`src/rtl/dvp_pkg.sv`:
```
// Shared definitions for the disparity-pipeline DMA blocks: FSM encodings and AXI constants.
package dvp_pkg;
  localparam logic [2:0] ST_IDLE = 3'd0;
  localparam logic [2:0] ST_WAIT = 3'd1;
  localparam logic [2:0] ST_AW   = 3'd2;
  localparam logic [2:0] ST_W    = 3'd3;
  localparam logic [2:0] ST_B    = 3'd4;

  localparam logic [3:0] AXI_WSTRB_ALL = 4'hF;
endpackage

```
`src/rtl/axi_wr_dma_if.sv`:
```
// AXI4 write-channel bundle (AW, W, B) between the write DMA master and the memory slave.
interface axi_wr_dma_if;
  logic [31:0] awaddr;
  logic [7:0]  awlen;
  logic        awvalid;
  logic        awready;
  logic [31:0] wdata;
  logic [3:0]  wstrb;
  logic        wvalid;
  logic        wready;
  logic        wlast;
  logic        bvalid;
  logic        bready;

  modport master (
    output awaddr, awlen, awvalid, wdata, wstrb, wvalid, wlast, bready,
    input  awready, wready, bvalid
  );

  modport slave (
    input  awaddr, awlen, awvalid, wdata, wstrb, wvalid, wlast, bready,
    output awready, wready, bvalid
  );
endinterface

```
`src/rtl/dvp_sfifo.sv`:
```
// Single-clock FIFO with occupancy count; head word is presented combinationally on rd_data.
module dvp_sfifo #(
  parameter int WIDTH = 32,
  parameter int DEPTH = 32
) (
  input  logic                       clk,
  input  logic                       rst,
  input  logic                       push,
  input  logic [WIDTH-1:0]           wr_data,
  input  logic                       pop,
  output logic [WIDTH-1:0]           rd_data,
  output logic                       full,
  output logic                       empty,
  output logic [$clog2(DEPTH):0]     count
);
  localparam int AW = $clog2(DEPTH);
  localparam int CW = AW + 1;

  logic [WIDTH-1:0] mem [DEPTH];
  logic [AW-1:0]    wr_ptr;
  logic [AW-1:0]    rd_ptr;
  logic             push_en;
  logic             pop_en;

  assign full    = (count == CW'(DEPTH));
  assign empty   = (count == '0);
  assign push_en = push & ~full;
  assign pop_en  = pop & ~empty;
  assign rd_data = mem[rd_ptr];

  // Storage needs no reset; pointers and count define validity.
  always_ff @(posedge clk) begin
    if (push_en) mem[wr_ptr] <= wr_data;
  end

  always_ff @(posedge clk or posedge rst) begin
    if (rst) begin
      wr_ptr <= '0;
      rd_ptr <= '0;
      count  <= '0;
    end else begin
      if (push_en) wr_ptr <= wr_ptr + AW'(1);
      if (pop_en)  rd_ptr <= rd_ptr + AW'(1);
      case ({push_en, pop_en})
        2'b10:   count <= count + CW'(1);
        2'b01:   count <= count - CW'(1);
        default: count <= count;
      endcase
    end
  end
endmodule

```
`src/rtl/axi_wr_dma.sv`:
```
// Write-side AXI master: buffers a 32-bit word stream and writes it to memory as INCR bursts.
//
// state | meaning
// IDLE  | no job; waiting for start
// WAIT  | job active; waiting until the FIFO holds a whole burst
// AW    | address phase, awvalid held until awready
// W     | data phase, one beat per wready, wlast on the final beat
// B     | waiting for the write response; advances address/remaining
module axi_wr_dma
  import dvp_pkg::*;
#(
  parameter int BURST_LEN  = 16,
  parameter int FIFO_DEPTH = 32,
  parameter int CNT_W      = 24
) (
  input  logic              axi_aclk,
  input  logic              axi_areset,
  input  logic              start,
  input  logic [31:0]       base_addr,
  input  logic [CNT_W-1:0]  num_words,
  output logic              busy,
  output logic              done,
  input  logic [31:0]       s_data,
  input  logic              s_valid,
  output logic              s_ready,
  axi_wr_dma_if.master      axi
);
  localparam int FCW = $clog2(FIFO_DEPTH) + 1;

  logic [2:0]       state;
  logic [31:0]      addr;
  logic [CNT_W-1:0] rem;
  logic [CNT_W-1:0] in_left;
  logic [CNT_W-1:0] beats;
  logic [CNT_W-1:0] beats_q;
  logic [7:0]       beat_cnt;
  logic [FCW-1:0]   fifo_count;
  logic             fifo_full;
  logic             fifo_empty;
  logic             push;
  logic             pop;

  assign busy        = (state != ST_IDLE);
  assign s_ready     = busy & ~fifo_full & (in_left != '0);
  assign push        = s_valid & s_ready;
  assign axi.awvalid = (state == ST_AW);
  assign axi.wvalid  = (state == ST_W) & ~fifo_empty;
  assign axi.wlast   = axi.wvalid & (beat_cnt == axi.awlen);
  assign axi.bready  = (state == ST_B);
  assign axi.wstrb   = AXI_WSTRB_ALL;
  assign pop         = axi.wvalid & axi.wready;
  assign beats       = (rem > CNT_W'(BURST_LEN)) ? CNT_W'(BURST_LEN) : rem;

  dvp_sfifo #(.WIDTH(32), .DEPTH(FIFO_DEPTH)) u_fifo (
    .clk     (axi_aclk),
    .rst     (axi_areset),
    .push    (push),
    .wr_data (s_data),
    .pop     (pop),
    .rd_data (axi.wdata),
    .full    (fifo_full),
    .empty   (fifo_empty),
    .count   (fifo_count)
  );

  always_ff @(posedge axi_aclk or posedge axi_areset) begin
    if (axi_areset) begin
      state      <= ST_IDLE;
      addr       <= '0;
      rem        <= '0;
      in_left    <= '0;
      beats_q    <= '0;
      beat_cnt   <= '0;
      done       <= 1'b0;
      axi.awaddr <= '0;
      axi.awlen  <= '0;
    end else begin
      done <= 1'b0;
      if (push) in_left <= in_left - CNT_W'(1);
      case (state)
        ST_IDLE: begin
          if (start) begin
            addr    <= base_addr;
            rem     <= num_words;
            in_left <= num_words;
            if (num_words != '0) state <= ST_WAIT;
            else                 done  <= 1'b1;
          end
        end
        // A burst is only launched once all of its data is buffered, so W never starves.
        ST_WAIT: begin
          if (CNT_W'(fifo_count) >= beats) begin
            axi.awaddr <= addr;
            axi.awlen  <= 8'(beats - CNT_W'(1));
            beats_q    <= beats;
            state      <= ST_AW;
          end
        end
        ST_AW: begin
          if (axi.awready) begin
            beat_cnt <= '0;
            state    <= ST_W;
          end
        end
        ST_W: begin
          if (pop) begin
            beat_cnt <= beat_cnt + 8'd1;
            if (axi.wlast) state <= ST_B;
          end
        end
        ST_B: begin
          if (axi.bvalid) begin
            addr <= addr + (32'(beats_q) << 2);
            rem  <= rem - beats_q;
            if (rem == beats_q) begin
              state <= ST_IDLE;
              done  <= 1'b1;
            end else begin
              state <= ST_WAIT;
            end
          end
        end
        default: state <= ST_IDLE;
      endcase
    end
  end
endmodule

```
`src/flat_wrapper.sv`:
```
// flat-port wrapper written by rule: the top's interface ports become plain ports
module axi_wr_dma_flat import dvp_pkg::*;
#(
  parameter int BURST_LEN  = 16,
  parameter int FIFO_DEPTH = 32,
  parameter int CNT_W      = 24
)
  (axi_aclk, axi_areset, start, base_addr, num_words, busy, done, s_data, s_valid, s_ready, axi_awaddr, axi_awlen, axi_awvalid, axi_wdata, axi_wstrb, axi_wvalid, axi_wlast, axi_bready, axi_awready, axi_wready, axi_bvalid);
  axi_wr_dma_if axi_i ();
  input  logic axi_aclk;
  input  logic axi_areset;
  input  logic start;
  input  logic [31:0] base_addr;
  input  logic [CNT_W-1:0] num_words;
  output logic busy;
  output logic done;
  input  logic [31:0] s_data;
  input  logic s_valid;
  output logic s_ready;
  output wire logic [$bits(axi_i.awaddr)-1:0] axi_awaddr;
  output wire logic [$bits(axi_i.awlen)-1:0] axi_awlen;
  output wire logic [$bits(axi_i.awvalid)-1:0] axi_awvalid;
  output wire logic [$bits(axi_i.wdata)-1:0] axi_wdata;
  output wire logic [$bits(axi_i.wstrb)-1:0] axi_wstrb;
  output wire logic [$bits(axi_i.wvalid)-1:0] axi_wvalid;
  output wire logic [$bits(axi_i.wlast)-1:0] axi_wlast;
  output wire logic [$bits(axi_i.bready)-1:0] axi_bready;
  input wire logic [$bits(axi_i.awready)-1:0] axi_awready;
  input wire logic [$bits(axi_i.wready)-1:0] axi_wready;
  input wire logic [$bits(axi_i.bvalid)-1:0] axi_bvalid;
  assign axi_awaddr = axi_i.awaddr;
  assign axi_awlen = axi_i.awlen;
  assign axi_awvalid = axi_i.awvalid;
  assign axi_wdata = axi_i.wdata;
  assign axi_wstrb = axi_i.wstrb;
  assign axi_wvalid = axi_i.wvalid;
  assign axi_wlast = axi_i.wlast;
  assign axi_bready = axi_i.bready;
  assign axi_i.awready = axi_awready;
  assign axi_i.wready = axi_wready;
  assign axi_i.bvalid = axi_bvalid;
  axi_wr_dma #(.BURST_LEN(BURST_LEN), .FIFO_DEPTH(FIFO_DEPTH), .CNT_W(CNT_W)) u_core (.axi_aclk(axi_aclk), .axi_areset(axi_areset), .start(start), .base_addr(base_addr), .num_words(num_words), .busy(busy), .done(done), .s_data(s_data), .s_valid(s_valid), .s_ready(s_ready), .axi(axi_i));
endmodule
```
`config.mk`:
```
export PLATFORM = sky130hd
export DESIGN_NAME = axi_wr_dma_flat
export DESIGN_NICKNAME = d
export VERILOG_FILES = /design/src/rtl/dvp_pkg.sv /design/src/rtl/axi_wr_dma_if.sv /design/src/rtl/dvp_sfifo.sv /design/src/rtl/axi_wr_dma.sv /design/src/flat_wrapper.sv
export SDC_FILE = /design/constraint.sdc
export NUM_CORES = 1
export LEC_CHECK = 0
export BUFFER_PORTS_ARGS = -buffer_cell sky130_fd_sc_hd__clkbuf_2
export CORE_ASPECT_RATIO = 0.75
export CORE_UTILIZATION = 62
export CTS_CLUSTER_SIZE = 14
export DETAILED_ROUTE_END_ITERATION = 8
export GPL_TIMING_DRIVEN = 0
export PLACE_DENSITY = 0.8
export SLEW_MARGIN = 20
export SYNTH_ARGS = -nofsm -noshare
export SYNTH_HDL_FRONTEND = slang
export SYNTH_HIERARCHICAL = 1
export SYNTH_SLANG_ARGS = --single-unit
```
`constraint.sdc`:
```
create_clock -name axi_aclk -period 5.9 [get_ports axi_aclk]
set_input_delay 0.59 -clock axi_aclk [delete_from_list [all_inputs] [get_ports axi_aclk]]
set_output_delay 0.59 -clock axi_aclk [all_outputs]
set_load 0.1 [all_outputs]
```
## Word level (Yosys, flattened, before mapping)

Memories as Yosys holds them, arrays and structs flattened.
Cells that the tools add are included.

| storage, ports and cells | value |
|---|---|
| register bits after elaboration | 172 |
| ROM bits | 0 |
| latch bits | 0 |
| RAM bits | 1024 |
| input port bits | 95 |
| logic and storage cells | 92 |
| output and inout bits | 83 |
| memories kept | 1 |

Memories:

| name | depth | width | rd ports | clocked after Yosys merged registers in | write ports | line | RTL |
|---|---|---|---|---|---|---|---|
| u_core.u_fifo.mem | 32 | 32 | 1 | 0 | 1 | dvp_sfifo.sv:19 | `logic [WIDTH-1:0] mem [DEPTH];` |

| operators by class | value |
|---|---|
| $mul | 0 |
| order comparisons | 2 |
| shifts and indexed selects | 0 |
| add/sub/neg operators | 9 |
| reductions and logical operators | 12 |
| eq/ne operators | 16 |
| bitwise gates (word level) | 10 |
| div/mod/pow operators | 0 |
| multiplexer cells | 30 |

Operator list:

| cell | number |
|---|---|
| 24-bit two-way mux | 6 |
| 32-bit two-way mux | 2 |
| 32-bit case mux with 2 select lines | 1 |
| 24-bit case mux with 2 select lines | 1 |
| 24-bit nonzero test | 2 |
| 32-bit by 26-bit adder with 32-bit output | 1 |
| 24-bit equality test | 1 |
| 6-bit by 24-bit greater-or-equal comparator with 1-bit output | 1 |
| 24-bit by 5-bit > comparator with 1-bit output, second input constant | 1 |
| 24-bit by 1-bit subtractor with 24-bit output, second input constant | 1 |
| 24-bit subtractor | 1 |
| 3-bit two-way mux | 7 |
| 8-bit two-way mux | 2 |
| 8-bit case mux with 2 select lines | 1 |
| 3-bit case mux with 5 select lines | 1 |
| 6-bit case mux with 2 select lines | 1 |
| 5-bit by 1-bit adder with 5-bit output, second input constant | 2 |
| 8-bit by 1-bit adder with 8-bit output, second input constant | 1 |
| 1-bit AND | 8 |
| 8-bit equality test | 1 |
| 2-bit by 1-bit != test with 1-bit output, second input constant | 4 |
| 8-bit by 1-bit subtractor with 8-bit output, second input constant | 1 |
| 1-bit two-way mux | 7 |
| 7-bit AND reduction | 1 |
| other kinds (17) | 24 |

## Depth between registers and ports, before layout

| logic depth | value |
|---|---|
| word-level depth | 8 |
| depth in mapped cells | 17 |
| gate-level depth less buffers | 15 |

## Modules after synthesis

Netlist, hierarchy kept.

Modules (own cells, without submodules):

| module | instances | seq. area each (um2) | area an instance (um2) | cells each |
|---|---|---|---|---|
| dvp_sfifo | 1 | 31149.9 | 39854.5 | 1808 |
| axi_wr_dma | 1 | 3903.7 | 9499.1 | 1047 |

## Least setup slack after synthesis

No wires, ideal clock.

| timing | value |
|---|---|
| path type | flip-flop to flip-flop |
| start | register u_core.state[2] |
| end | register u_core.u_fifo.count[5] |
| required time | 5777 ps |
| clock period less this slack | 4390 ps |
| cell stages (with the launch flop) | 13 |
| setup time | 123 ps |
| slack | 1510 ps |
| data arrival time | 4267 ps |
| buffers on the path | 2 |
| cells stage by stage | dfrtp_1 clkbuf_1 nand3b_1 nor2_1 and2_1 clkbuf_1 o31a_1 ha_1 ha_1 a211oi_1 nor4bb_1 a2111o_1 xnor2_1 |

| on the way | value |
|---|---|
| elaborated cells on any way between the ends | 13 |
| classes of those cells | eq/ne: 3; mux: 1; bitwise: 7; reduce/logical: 2 |

RTL lines:

| item | line | RTL |
|---|---|---|
| from (decl) | axi_wr_dma.sv:30 | `logic [2:0] state;` |
| from (signal assigned) | axi_wr_dma.sv:68 | `state <= ST_IDLE;` |
| from (signal assigned) | axi_wr_dma.sv:86 | `if (num_words != '0) state <= ST_WAIT;` |
| from (signal assigned) | axi_wr_dma.sv:96 | `state <= ST_AW;` |
| 3-bit by 2-bit equality test with 1-bit output (*) | axi_wr_dma.sv:47 | `assign axi.wvalid = (state == ST_W) & ~fifo_empty;` |
| 1-bit AND (*) | axi_wr_dma.sv:47 |  |
| named net axi_wvalid | flat_wrapper.sv:25 | `output wire logic [$bits(axi_i.wvalid)-1:0] axi_wvalid;` |
| 1-bit AND (*) | axi_wr_dma.sv:51 | `assign pop = axi.wvalid & axi.wready;` |
| named net u_core.pop | axi_wr_dma.sv:41 | `logic pop;` |
| 1-bit AND (*) | dvp_sfifo.sv:28 | `assign pop_en = pop & ~empty;` |
| named net u_core.u_fifo.pop_en | dvp_sfifo.sv:23 | `logic pop_en;` |
| 2-bit by 1-bit equality test with 1-bit output / 2-bit equality test (equally long branches) | dvp_sfifo.sv:44 | `case ({push_en, pop_en})` |
| 6-bit case mux with 2 select lines / 2-bit nonzero test (equally long branches) | - |  |
| to (signal assigned) | dvp_sfifo.sv:45 | `2'b10: count <= count + CW'(1);` |
| to (signal assigned) | dvp_sfifo.sv:46 | `2'b01: count <= count - CW'(1);` |
| to (signal assigned) | dvp_sfifo.sv:47 | `default: count <= count;` |
| to (decl) | dvp_sfifo.sv:14 | `output logic [$clog2(DEPTH):0] count` |

The timed path passes the listed nets; every way through them passes the cells marked *.
A chain may end at the register's enable or synchronous reset.

## Worst setup path in the final report

| timing | value |
|---|---|
| start | register u_core.rem[5] |
| end | register u_core.axi.awlen[2] |

| on the way | value |
|---|---|
| longest elaborated chain between the ends | 4 |
| elaborated cells on any way between the ends | 5 |
| classes of those cells | add/sub: 1; order compare: 2; mux: 1; reduce/logical: 1 |

RTL lines:

| item | line | RTL |
|---|---|---|
| from (decl) | axi_wr_dma.sv:32 | `logic [CNT_W-1:0] rem;` |
| from (signal assigned) | axi_wr_dma.sv:84 | `rem <= num_words;` |
| from (signal assigned) | axi_wr_dma.sv:114 | `rem <= rem - beats_q;` |
| 24-bit by 5-bit > comparator with 1-bit output (*) | axi_wr_dma.sv:52 | `assign beats = (rem > CNT_W'(BURST_LEN)) ? CNT_W'(BURST_LEN) : rem;` |
| 24-bit two-way mux (*) | axi_wr_dma.sv:52 |  |
| named net u_core.beats[0] | axi_wr_dma.sv:34 | `logic [CNT_W-1:0] beats;` |
| 6-bit by 24-bit greater-or-equal comparator with 1-bit output | axi_wr_dma.sv:92 | `if (CNT_W'(fifo_count) >= beats) begin` |
| 2-bit AND reduction (no line) | - |  |
| to (signal assigned) | axi_wr_dma.sv:94 | `axi.awlen <= 8'(beats - CNT_W'(1));` |
| to (decl) | axi_wr_dma_if.sv:16 | `output awaddr, awlen, awvalid, wdata, wstrb, wvalid, wlast, bready,` |

Marks and branches as above.

==> results.sh <==
export IMPL_grt_overflow_total=0
export IMPL_cp_max_fo=10
export IMPL_startpoint_type="register"
export IMPL_ioPinCount=178
export IMPL_synth_area_um2=49400
export IMPL_die_h_um=246
export IMPL_drtAntennaViolNets=0
export IMPL_viasPerCell=7.01
export IMPL_run_status="completed"
export IMPL_layout_min_cycle_time_ps=5600
export IMPL_layoutNonFillerInstCount=4326
export IMPL_initial_core_util_pct=62.7
export IMPL_p_seq_share_pct=35.0
export IMPL_h_tree_depth=3
export IMPL_setup_viol=0
export IMPL_whs_ps=92.3
export IMPL_drv_cap=0
export IMPL_syn_inst=2855
export IMPL_dp_cells=4120
export IMPL_grt_first_pass_wirelength_mm=197
export IMPL_grt_start_max_net_pins=108
export IMPL_finalCritPeriodShare_pct=94.9
export IMPL_coreArea_um2=78700
export IMPL_required_ps=6440
export IMPL_hold_path_class="in2reg"
export IMPL_clockBufferDepth=3
export IMPL_intPower_uw=18100
export IMPL_worstMarginPinSlew_ps=1090
export IMPL_postCtsSetupBuffers=0
export IMPL_dr_pass1_iters=6
export IMPL_area_growth_syn_to_layout_pct=13.9
export IMPL_rsz0062_at_grt="false"
export IMPL_fp_row_count=89
export IMPL_synth_warnings=6
export IMPL_path_clk_slew_ps=60
export IMPL_ys_types=91
export IMPL_synth_edf_count=1024
export IMPL_fin_ws_ps=304
export IMPL_pre_cts_ws_ps=-16.4
export IMPL_powerDensity_nw_per_um2=546
export IMPL_drive_above_1_share_pct=21.8
export IMPL_fin_setup_tns_ps=0
export IMPL_async_flop_share_pct=14.4
export IMPL_cp_end_kind="register"
export IMPL_power_switching_uw=12600
export IMPL_pwr_share_comb_pct=42.3
export IMPL_wl_mm=137
export IMPL_synth_seq_cells=1196
export IMPL_hold_viol_final=0
export IMPL_dieArea_um2=80700
export IMPL_cp_arrival_ps=6130
export IMPL_track_usage_pct=34.2
export IMPL_cts_buffers=110
export IMPL_peakVddDrop_uv=928
export IMPL_leakage_uw=0.0196
export IMPL_n_fill_cell=4631
export IMPL_insertion_delay_ps=700
export IMPL_synth_seq_area_share_pct=71.0
export IMPL_timing_slew_headroom_pct=27.1
export IMPL_critical_path_class="reg2reg"
export IMPL_layout_nets=3352
export IMPL_antenna_found_initial=5
export IMPL_hpwl_mm=88.4
export IMPL_drt_initial_drc_count=4291
export IMPL_layout_commonest_cell="edfxtp_1"
export IMPL_grt_pass1_vias=29700
export IMPL_cts_tree="built"
export IMPL_skew_ps=37.5
export IMPL_synth_ff_type="edfxtp_1"
export IMPL_max_freq_mhz=179
export IMPL_clkSinkCount=1196
export IMPL_slew_violations=0
export IMPL_route_detailed_drc=0
export IMPL_avgRoutedWirePerCell_um=31.7
export IMPL_cts_root_buf="clkbuf_16"
export IMPL_die_w_um=328
export IMPL_final_cell_mix="edfxtp_1 (1024), mux4_2 (193), clkbuf_2 (175), dfrtp_1 (172), mux2i_1 (137)"
export IMPL_sw_frac_of_total_pct=41.2
export IMPL_globalplace_congestion=0.954
export IMPL_via_count=30300
export IMPL_syn_avg_cell_area_um2=17.3
export IMPL_portBuffers=173
export IMPL_clock_power_share_pct=22.6
[cells in the mapped netlist (24+ instances only)]
| cell | count | area [um^2] |
|---|---|---|
| a21o_1 | 33 | 248 |
| xnor2_1 | 48 | 420 |
| nor3_1 | 27 | 135 |
| a22oi_1 | 93 | 698 |
| ha_1 | 67 | 838 |
| mux2_2 | 34 | 383 |
| xor2_1 | 28 | 245 |
| clkbuf_1 | 72 | 270 |
| o221ai_1 | 63 | 552 |
| o21ai_0 | 85 | 425 |
| a21oi_1 | 135 | 676 |
| mux2i_1 | 137 | 1370 |
| dfrtp_1 | 172 | 4300 |
| mux4_2 | 193 | 4350 |
| nand2_1 | 109 | 409 |
| edfxtp_1 | 1024 | 30700 |
| nor2_1 | 147 | 552 |
| inv_1 | 60 | 225 |
| buf_2 | 24 | 120 |
[power groups by stage]
stage          Combinational, uW  Sequential, uW  Clock [uW]
6_report                   13000           10800        6940
5_1_grt                    13500           10800        7310
4_1_cts                    12800           10700        7000
3_5_place_dp               12600           10900           0
3_3_place_gp               12000           10900           0
2_1_floorplan               8430           11600           0
[critical path, cell delays in order (launching register included)]
cell      delay, ps
dfrtp_1         410
nor4_1          570
nand4_1         140
or4_1           600
a21oi_1         530
and2_1          360
ha_1            160
nand2b_1         90
a21o_1          110
a21o_1          110
a21o_1          100
a21o_1          110
a21oi_1         130
nor3_2          480
buf_2           430
buf_1           520
clkbuf_2        460
a21oi_1         110
[stage by stage]
| stage | total power (uW) | area [um^2] | util [%] |
|---|---|---|---|
| 2_1_floorplan | 20000 | 49400 | - |
| 3_3_place_gp | 22900 | 51500 | 65.5 |
| 3_5_place_dp | 23500 | 52700 | 67.0 |
| 4_1_cts | 30500 | 56200 | 71.4 |
| 5_1_grt | 31700 | 56200 | 71.4 |
| 6_report | 30700 | 56200 | 71.4 |
[layout make-up]
| type | instances | area (um^2) | share of cell area (%) |
|---|---|---|---|
| diodes | 3 | 7.51 | 0.0134 |
| plain buffers | 149 | 916 | 1.63 |
| clock buffers | 138 | 2910 | 5.18 |
| clock inverters | 64 | 553 | 0.984 |
| inverters | 61 | 236 | 0.421 |
| multi-input cells | 1453 | 13400 | 23.9 |
| flip-flops and latches | 1196 | 35100 | 62.4 |
| well taps | 1046 | 1310 | 2.33 |
| repair buffers | 216 | 1810 | 3.23 |
[worst paths after layout]
check,startpoint,end,slack (ps),cells after the start
min in group asynchronous,axi_areset,u_core/addr[2]$_DFFE_PP0P_,480,3
max in group asynchronous,axi_areset,u_core/beats_q[17]$_DFFE_PP0P_,4550,4
setup / recovery,u_core/rem[5]$_DFFE_PP0P_,u_core/axi.awlen[2]$_DFFE_PP0P_,300,17
setup reg to reg,u_core/rem[5]$_DFFE_PP0P_,u_core/axi.awlen[2]$_DFFE_PP0P_,300,17
hold reg to reg,u_core/addr[1]$_DFFE_PP0P_,u_core/addr[1]$_DFFE_PP0P_,490,2
hold / removal,base_addr[1],u_core/addr[1]$_DFFE_PP0P_,90,3
[metal layers]
metal | part of all wire (%) | vias to the layer above | GRT usage (%)
met5 | 0 | - | 0.181
met4 | 4.3 | 0 | 14.3
met3 | 13 | 386 | 8.63
met2 | 45 | 2303 | 50.3
met1 | 38 | 15500 | 49.4
li1 | - | 12100 | -
[kinds of logic (layout without fill, tap and decap cells)]
logic type / Yosys count / in the layout / synth area share [%]
compound gates: 509 / 509 / 6.90
xor+xnor: 76 / 76 / 1.35
fa+ha+maj: 70 / 70 / 1.82
buf+inv: 210 / 628 / 2.32
flops: 1196 / 1196 / 71.0
mux: 365 / 365 / 12.4
other cells: 1 / 8 / 0.00760
simple gates: 428 / 428 / 4.19
[flip-flops by register name, summed over array words and instances, names as in the netlist, 8 cells and up]
signal and flops:
u_core/u_fifo/mem 1024, u_core/addr 32, u_core/axi.awaddr 32, u_core/beats_q 24
u_core/in_left 24, u_core/rem 24, u_core/axi.awlen 8, u_core/beat_cnt 8
[repair_timing]
item / 4_1_cts / 5_1_grt
hold endpoints to repair: 49 / 0
pin swaps: 0 / 0
resized for setup: 1 / 1
hold buffers: 1 / 0
endpoints found under the setup margin: 4 / 36
No activity file was read; power rests on OpenSTA's default activity.
